**src/rtl/fpmax_search.sv**
```systemverilog
// Streaming argmax over a framed run of sign-magnitude fixed-point samples.
// Reports the largest sample of the frame, its zero-based position, and
// whether the frame was closed by index wrap instead of in_last_i.
//
// state | meaning
// ------+---------------------------------------------------------------
// IDLE  | waiting for start_i; sample inputs ignored
// SCAN  | accepting samples, tracking running max and its position
// DONE  | one-cycle result pulse, then back to IDLE

module fpmax_search #(
  parameter int Q  = 15,
  parameter int N  = 32,
  parameter int IW = 8
) (
  input  logic          clk_i,
  input  logic          rst_i,
  input  logic          start_i,
  input  logic          in_valid_i,
  input  logic [N-1:0]  in_data_i,
  input  logic          in_last_i,
  output logic          busy_o,
  output logic          done_o,
  output logic [N-1:0]  out_max_o,
  output logic [IW-1:0] out_index_o,
  output logic          ovf_o
);

  // Q only documents the number format; the ordering is format-agnostic.
  if (Q > N - 1) begin : g_q_range
    $error("fpmax_search: Q must not exceed the magnitude width");
  end

  typedef enum logic [1:0] {
    S_IDLE = 2'd0,
    S_SCAN = 2'd1,
    S_DONE = 2'd2
  } state_t;

  state_t          state_q;
  logic [IW-1:0]   cnt_q;
  logic            first_q;
  logic [N-1:0]    run_max_q, run_max_d;
  logic [IW-1:0]   run_idx_q, run_idx_d;
  logic            busy_q;
  logic            done_q;
  logic [N-1:0]    out_max_q;
  logic [IW-1:0]   out_idx_q;
  logic            ovf_q;
  logic            take_d;
  logic            close_d;

  // Strict greater-than on sign-magnitude values; +0 ranks above -0.
  function automatic logic gt(input logic [N-1:0] a, input logic [N-1:0] b);
    logic res;
    if (a == b) begin
      res = 1'b0;
    end else if (a[N-1] != b[N-1]) begin
      res = ~a[N-1];
    end else if (!a[N-1]) begin
      res = (a[N-2:0] > b[N-2:0]);
    end else begin
      res = (a[N-2:0] < b[N-2:0]);
    end
    return res;
  endfunction

  // Candidate running max/index and frame-close decision for the current sample.
  always_comb begin
    take_d    = first_q | gt(in_data_i, run_max_q);
    run_max_d = take_d ? in_data_i : run_max_q;
    run_idx_d = take_d ? cnt_q : run_idx_q;
    close_d   = in_last_i | (cnt_q == {IW{1'b1}});
  end

  // Frame sequencing, running-max tracking and registered outputs.
  always_ff @(posedge clk_i) begin
    if (rst_i) begin
      state_q   <= S_IDLE;
      cnt_q     <= '0;
      first_q   <= 1'b0;
      run_max_q <= '0;
      run_idx_q <= '0;
      busy_q    <= 1'b0;
      done_q    <= 1'b0;
      out_max_q <= '0;
      out_idx_q <= '0;
      ovf_q     <= 1'b0;
    end else begin
      done_q <= 1'b0;
      case (state_q)
        S_IDLE: begin
          if (start_i) begin
            state_q <= S_SCAN;
            cnt_q   <= '0;
            first_q <= 1'b1;
            busy_q  <= 1'b1;
          end
        end
        S_SCAN: begin
          if (in_valid_i) begin
            run_max_q <= run_max_d;
            run_idx_q <= run_idx_d;
            first_q   <= 1'b0;
            cnt_q     <= cnt_q + 1'b1;
            if (close_d) begin
              state_q   <= S_DONE;
              busy_q    <= 1'b0;
              done_q    <= 1'b1;
              out_max_q <= run_max_d;
              out_idx_q <= run_idx_d;
              ovf_q     <= ~in_last_i;
            end
          end
        end
        S_DONE: begin
          state_q <= S_IDLE;
        end
        default: begin
          state_q <= S_IDLE;
          busy_q  <= 1'b0;
        end
      endcase
    end
  end

  assign busy_o      = busy_q;
  assign done_o      = done_q;
  assign out_max_o   = out_max_q;
  assign out_index_o = out_idx_q;
  assign ovf_o       = ovf_q;

endmodule

```
**config.mk**
```make
export PLATFORM = sky130hd
export DESIGN_NAME = fpmax_search
export DESIGN_NICKNAME = d
export VERILOG_FILES = /design/src/rtl/fpmax_search.sv
export SDC_FILE = /design/constraint.sdc
export NUM_CORES = 1
export LEC_CHECK = 0
export CORE_ASPECT_RATIO = 0.7
export CORE_MARGIN = 5
export CORE_UTILIZATION = 50
export CTS_CLUSTER_SIZE = 30
export DETAILED_ROUTE_END_ITERATION = 10
export PLACE_DENSITY = 0.75
export SYNTH_ARGS = -nofsm -noshare
export SYNTH_HDL_FRONTEND = slang
export SYNTH_SLANG_ARGS = --single-unit
```
**constraint.sdc**
```tcl
create_clock -name clk_i -period 7.4 [get_ports clk_i]
set_clock_uncertainty 0.2 [all_clocks]
set_input_delay 0.74 -clock clk_i [delete_from_list [all_inputs] [get_ports clk_i]]
set_output_delay 0.74 -clock clk_i [all_outputs]
set_load 0.05 [all_outputs]
```
## Word-level counts from Yosys, hierarchy flattened

Index checks and enable logic that the tools add are counted.

- Add/sub/neg operators: 1
- Magnitude comparators: 2
- Equal/unequal tests: 8
- Mux-type cells: 19
- Bitwise operators: 7
- Reduce and logical (&&, ||, !) cells: 8

Operator list:

| operator | number |
|---|---|
| $eq A32 B32 Y1 | 1 |
| $mux W32 | 1 |
| $gt A31 B31 Y1 | 1 |
| $lt A31 B31 Y1 | 1 |
| $mux W8 | 3 |
| $pmux W8 S2 | 1 |
| $reduce_and A3 Y1 | 3 |
| $add A8 B1 Y8 const B | 1 |
| $eq A8 B8 Y1 const B | 1 |
| $mux W1 | 8 |
| $mux W2 | 3 |
| $ne A2 B2 Y1 const B | 3 |
| $not A1 Y1 | 5 |
| $pmux W2 S2 | 1 |
| $reduce_and A4 Y1 | 1 |
| $pmux W1 S3 | 1 |
| $reduce_or A3 Y1 | 1 |
| $eq A2 B1 Y1 const B | 1 |
| $eq A2 B2 Y1 const B | 1 |
| $logic_not A2 Y1 | 1 |
| $or A1 B1 Y1 | 2 |
| $pmux W1 S2 | 1 |
| $reduce_and A2 Y1 | 1 |
| $reduce_bool A2 Y1 | 1 |
| $ne A1 B1 Y1 | 1 |

- Register bits: 94
- Input port bits: 37
- Output and inout bits: 43
- Word-level logic and storage cells: 55

## Logic depth before layout (Yosys ltp)

Gate-level depths: netlist of run 1.

- Word-level depth: 6
- Gate-level depth with buffers: 11
- Gate-level depth less buffers: 9

## Least setup slack after synthesis of run 1

No wires, ideal clock.

- Path kind: input to register
- Start point: input port in_data_i[4]
- End point: register out_idx_q[7], in the netlist out_index_o[7]
- Setup time: 0.091 ns
- Arrival time: 2.816 ns
- Data required time: 7.109 ns
- Slack: 4.294 ns
- Stages: 10
- Buffers on the path: 2
- Path through: ha_1 > a211oi_1 > nor2_1 > o31a_1 > o41a_4 > mux2_2 > buf_4 > buf_2 > nand3_1 > a311oi_1

- Longest elaborated chain between the ends: 6
- Elaborated cells between the ends (all ways): 8
- Those cells by class: order compare (2); eq/ne (1); mux (4); bitwise (1)

RTL lines:

| item | RTL line | source |
|---|---|---|
| start, declared | 20 | `input logic [N-1:0] in_data_i,` |
| $gt A31 B31 Y1 or $lt A31 B31 Y1 (tied branches) | 61, 63 |  |
| $mux W1 | 60 | `end else if (!a[N-1]) begin` |
| $mux W1 | 58 | `end else if (a[N-1] != b[N-1]) begin` |
| $mux W1 * | 56 | `if (a == b) begin` |
| $or A1 B1 Y1 * | 70 | `take_d = first_q \| gt(in_data_i, run_max_q);` |
| $mux W8 * | 72 | `run_idx_d = take_d ? cnt_q : run_idx_q;` |
| end signal, assigned | 111 | `out_idx_q <= run_idx_d;` |
| end, declared | 48 | `logic [IW-1:0] out_idx_q;` |

Mark *: on every way between the ends. The rest lies on a longest branch, timed or not.
A chain may end at the register's enable or synchronous reset.

## Worst setup path in the final report of run 1

- Start point: input port in_data_i[26]
- End point: register run_max_q[31]

- Longest elaborated chain between the ends: 6
- Elaborated cells between the ends (all ways): 8
- Those cells by class: order compare (2); eq/ne (1); mux (4); bitwise (1)

RTL lines:

| item | RTL line | source |
|---|---|---|
| $gt A31 B31 Y1 or $lt A31 B31 Y1 (tied branches) | 61, 63 |  |
| $mux W1 | 60 |  |
| $mux W1 | 58 |  |
| $mux W1 * | 56 |  |
| $or A1 B1 Y1 * | 70 |  |
| $mux W32 * | 71 | `run_max_d = take_d ? in_data_i : run_max_q;` |
| end signal, assigned | 102 | `run_max_q <= run_max_d;` |
| end, declared | 43 | `logic [N-1:0] run_max_q, run_max_d;` |

Marked as above.

==> impl_metrics.csv, run 1 <==
group,metric,value,unit
finish,nets,680,
die,die_area,0.0119,mm^2
logic_synthesis,ys_types,46,
logic_synthesis,yosysMostFrequentCell,"dfxtp_1",
worst_setup_path,rr_endpoint,"run_max_q[31]",
clock_network,cts-root-buf,"clkbuf_16",
die,core_area,0.00961,mm^2
sta,hold_viol,0,
die,die_h,92.8,um
sta,maxSlewViolCount,0,
clock_network,clkTransAtPathRegs,0.06,ns
routing,final_antenna_net_count,0,
global_route,grt_pass1_vias,4199,
global_route,grt_pass1_wl,20.9,mm
worst_setup_path,r2r_slack,3.67,ns
flow_run,drv_cap,0,
global_route,grt_max_degree,72,
logic_synthesis,synth_nets,637,
sta,fin_setup_tns,0,ns
power_and_ir_drop,power,0.00118,W
sta,rsz0062_at_grt,"false",
sta,fin_crit_sh,57.0,%
worst_hold_path,hold_end,"run_idx_q[0]",
clock_network,clock_sinks,94,
routing,drtIter0Drc,419,
placed_design,place_congestion,0.837,
worst_setup_path,worst_setup_path_end_kind,"register",
clock_network,clkLatencyLatePin,0.35,ns
clock_network,clk_path_buf_depth,2,
placed_design,io_buffers,79,
logic_synthesis,ys_seq_elements,94,
finish,instances_no_fill,743,
clock_network,hold_buffers,0,
worst_setup_path,cp_num_buf_inv,1,
logic_synthesis,ys_seq_area_share,38.5,%
global_route,gr-usage-all-layers,21.3,%
die,io_pins,80,
sta,tightest_slew,1.21,ns
die,die_x,128,um
worst_setup_path,cp.arrival,4.21,ns
die,start_util,50.9,%
finish,area_growth_syn_to_layout,21.1,%
routing,wirelength,12.6,mm
clock_network,numCtsBuffers,9,
finish,n_antenna_cell,0,
worst_setup_path,crit_path_start,"in_data_i[26]",
logic_synthesis,async_flop_share,0,%
worst_setup_path,worst-path-max-fanout,40,
worst_setup_path,cp-start-kind,"primary input",
worst_setup_path,reg2reg_from,"run_max_q[26]",
logic_synthesis,syn-instance-count,568,
logic_synthesis,synth_area_leaders,"dfxtp_1, ha_1, a311oi_1",
clock_network,tritoncts,"done",
sta,period_needed,4.22,ns
routing,via_per_inst,6.11,
logic_synthesis,synth_common_cells,"dfxtp_1, nor2_1, nand3_1",
outcome,status,"finished, final reports clean",
sta,setup_violations,0,
logic_synthesis,synth_area_per_cell,8.62,um^2
logic_synthesis,synth_area,0.00489,mm^2
worst_setup_path,criticalPathCategory,"in -> reg",
worst_setup_path,crit_path_top_delay_cell,"a21oi_4",
clock_network,cts_resized,0,
logic_synthesis,synth_flop_cell,"dfxtp_1",
worst_setup_path,critical_path_required,7.39,ns
clock_network,htree_levels,3,
worst_setup_path,path_cells,"clkdlybuf4s50_1 > ha_1 > nand4_1 > nor4_4 > o41a_4 > mux2_2 > a21oi_4 > o21ai_0",
worst_setup_path,crit_family,"compound AO/OA/AOI/OAI gates",
logic_synthesis,synth_edf_count,0,
logic_synthesis,synth_top_area_cell,"dfxtp_1",
logic_synthesis,yosys_warnings,0,
sta,relSlewSlack,19.1,%
sta,timing.fmax,237,MHz
placed_design,hpwl,8.29,mm
routing,routedWlPerCell,16.9,um
die,rows,30,
logic_synthesis,synth_top_area_share,38.5,%
worst_hold_path,hp-class,"reg -> reg",
power_and_ir_drop,leakage,1.96,nW
finish,drive_gt1_share,5.37,%
routing,drt-pass1-iter-count,5,
clock_network,postCtsSetupRepairBufs,0,
global_route,antenna_found_initial,0,
power_and_ir_drop,ir_drop,0.000110,V
placed_design,dpl.cell_count,728,
worst_setup_path,worst_r2r_path_depth,8,
worst_hold_path,hp-start,"run_idx_q[0]",
finish,fillers,848,
worst_hold_path,whs_path_depth,2,
global_route,grt-ovfl-total,0,
routing,drc,0,
worst_setup_path,slowest_delay,0.91,ns
finish,final_util,61.7,%
power_and_ir_drop,powerDensity,198,mW/mm^2
routing,vias,4543,
-- routing by layer --
metal	vias to the layer above	routed length (um)	track usage (%)
li1	2219	-	-
met1	2146	5930	30.6
met2	164	5500	31.5
met3	14	1040	5.94
met4	0	121	5.21
met5	-	0	0
-- cell families after synthesis --
| family | synth area share [%] |
|---|---|
| multiplexers | 2.74 |
| buffers and inverters | 7.59 |
| AND/OR/NAND/NOR | 13.8 |
| flip-flops | 38.5 |
| adder cells (fa/ha/maj) | 8.18 |
| AO/OA/AOI/OAI | 28.1 |
| XOR/XNOR | 1.07 |
-- worst max-delay path by stage --
stage	to	slack (ns)	cells after the start
floorplan	out_index_o[7]	4.29	10
global placement	run_max_q[31]	2.89	9
detailed placement	run_max_q[31]	2.82	8
CTS	run_max_q[31]	3.20	8
global route	run_max_q[5]	2.96	8
finish	run_max_q[31]	3.18	8
-- state kept, by name (all words and copies together) (netlist names) --
register	flops
busy_o	1
run_idx_q	8
cnt_q	8
run_max_q	32
ovf_o	1
out_index_o	8
done_o	1
state_q	2
first_q	1
out_max_o	32
-- final cells by class --
cell class                 instances  area [um^2]  share of cell area [%]
multi-input combinational        385         2650                    44.8
sequential                        94         1880                    31.7
timing repair buffer              85          831                    14.0
clock buffer                      11          243                    4.09
tap                              128          160                    2.70
inverter                          36          135                    2.28
clock inverter                     4         23.8                   0.401
-- worst min-delay path: cells and delay by family (launching register included) --
kind,cells,cell delay (ns)
flops,1,0.31
mux,1,0.06
simple gates,1,0.05
-- layout by cell type, fill, tap and decap left out, types with 30 or more instances in the layout --
| cell | instances |
|---|---|
| dfxtp_1 | 94 |
| nor2_1 | 47 |
| nand2_1 | 31 |
| nand3_1 | 43 |
| o2111ai_1 | 31 |
| a311oi_1 | 32 |
| o31ai_1 | 30 |
| o21ai_0 | 42 |
| inv_1 | 35 |
| clkdlybuf4s50_1 | 78 |
| ha_1 | 32 |
-- where the power goes --
part / total (W) / switching, W / internal, W
logic: 0.000218 / 0.000143 / 0.0000749
clock network: 0.000422 / 0.000188 / 0.000234
registers: 0.000536 / 0.0000115 / 0.000524
total: 0.00118 / 0.000343 / 0.000833
-- per-stage QoR --
step                cell area [um^2]  worst slack [ns]  hold slack [ns]
floorplan                       4890              4.29            0.235
global placement                5660              2.89            0.243
detailed placement              5660              2.82            0.260
CTS                             5930              3.20            0.269
global route                    5930              2.96            0.285
finish                          5930              3.18            0.262
No activity file was read; power rests on OpenSTA's default activity.
==> run 2, diff against run 1 <==
Settings changed: CORE_UTILIZATION 50 to 49, PLACE_DENSITY 0.75 to 0.77.
Clock period 7.4 ns to 3.8 ns, I/O delays scaled along.
==> impl_metrics.csv, run 2 (synthesis results as in run 1) <==
group,metric,value,unit
outcome,status,"finished, final reports clean",
clock_network,postCtsSetupRepairBufs,0,
finish,final_cell_mix,"dfxtp_1, clkdlybuf4s50_1, nor2_1",
global_route,grt_max_degree,71,
sta,timing.fmax,307,MHz
routing,routedWlPerCell,17.3,um
routing,vias,4659,
die,start_util,50.3,%
clock_network,clock_sinks,94,
power_and_ir_drop,leakage,2.06,nW
clock_network,htree_levels,3,
sta,period_needed,3.26,ns
power_and_ir_drop,ir_drop,0.000230,V
worst_setup_path,cp-start-kind,"primary input",
placed_design,place_congestion,0.800,
worst_setup_path,worst_setup_path_end_kind,"register",
sta,fin_setup_tns,0,ns
global_route,grt_pass1_vias,4374,
clock_network,hold_buffers,0,
finish,final_util,63.0,%
routing,top_layer_used,"met4",
global_route,antenna_found_initial,0,
finish,nets,690,
clock_network,cts_resized,0,
placed_design,hpwl,8.56,mm
worst_setup_path,critical_path_required,3.84,ns
sta,relSlewSlack,32.7,%
sta,maxSlewViolCount,0,
die,die_h,93.6,um
die,rows,30,
global_route,gr-usage-all-layers,21.5,%
worst_hold_path,hp-start,"run_idx_q[0]",
worst_setup_path,worst-path-max-fanout,21,
power_and_ir_drop,power,0.00249,W
sta,hold_viol,0,
die,core_area,0.00972,mm^2
sta,fin_crit_sh,85.7,%
finish,regArea,0.00188,mm^2
worst_setup_path,crit_path_start,"in_data_i[26]",
sta,setup_slack,0.544,ns
routing,wl_met3,1.15,mm
placed_design,place_ws,0.240,ns
die,die_x,129,um
routing,wl_met1,6.04,mm
clock_network,cts-root-buf,"clkbuf_16",
sta,whs,0.267,ns
clock_network,clkTransAtPathRegs,0.06,ns
routing,via_per_inst,6.18,
worst_setup_path,criticalPathCategory,"in -> reg",
clock_network,numCtsBuffers,9,
clock_network,clkLatencyLatePin,0.34,ns
routing,drtIter0Drc,416,
finish,drive_gt1_share,7.03,%
placed_design,io_buffers,79,
finish,area_growth_syn_to_layout,25.1,%
routing,final_antenna_net_count,0,
flow_run,drv_cap,0,
worst_setup_path,reg2reg_from,"run_max_q[26]",
sta,tightest_slew,1.01,ns
power_and_ir_drop,powerDensity,407,mW/mm^2
routing,drt-pass1-iter-count,5,
worst_setup_path,cp.arrival,3.29,ns
finish,multiInputGateArea,0.00265,mm^2
sta,setup_violations,0,
global_route,grt-ovfl-total,0,
global_route,grt_pass1_wl,21.2,mm
clock_network,clk_path_buf_depth,2,
finish,n_antenna_cell,0,
clock_network,tritoncts,"done",
routing,route.met2.wl,5.78,mm
die,die_area,0.0121,mm^2
worst_hold_path,hp-class,"reg -> reg",
finish,layout_commonest_cell,"dfxtp_1",
routing,wirelength,13.0,mm
routing,drc,0,
die,io_pins,80,
sta,rsz0062_at_grt,"false",
finish,fillers,792,
-- run 2: final timing paths --
| check | to | slack [ns] | cells past startpoint |
|---|---|---|---|
| worst min-delay path | run_idx_q[0] | 0.27 | 2 |
| worst max register to register | out_max_o[9] | 0.67 | 9 |
| worst max-delay path | out_max_o[9] | 0.54 | 9 |
| worst min register to register | run_idx_q[0] | 0.27 | 2 |
-- run 2: per-stage QoR --
step	cell area [um^2]	std cells
after CTS	6120	754
after global routing	6120	754
after detailed placement	5790	738
final	6120	754
after floorplan	4890	568
after global placement	5790	738
-- run 2: routing by layer --
metal	GRT usage, %	vias up
met5	0	-
met4	5.54	0
met3	6.62	7
met2	32.8	205
met1	29.5	2215
li1	-	2232
-- run 2: where the power goes --
group / leakage [nW] / switching (W) / internal (W) / total (W)
Sequential: 0.763 / 0.0000233 / 0.00102 / 0.00104
Combinational: 1.13 / 0.000285 / 0.000160 / 0.000445
Clock: 0.166 / 0.000371 / 0.000630 / 0.00100
Total: 2.06 / 0.000679 / 0.00181 / 0.00249
-- run 2: final cells by class --
type	count	area share (%)
multi-input combinational	385	43.3
sequential	94	30.7
timing repair buffer	95	15.6
clock buffer	13	4.41
tap	128	2.62
inverter	36	2.21
clock inverter	3	1.06
-- run 2: worst max-delay path: stages --
cell,delay [ns]
clkdlybuf4s50_1,0.46
ha_1,0.35
nand4_1,0.26
nor4_4,0.41
a31oi_1,0.23
a221oi_4,0.43
buf_4,0.34
nand3_1,0.13
a311oi_1,0.29
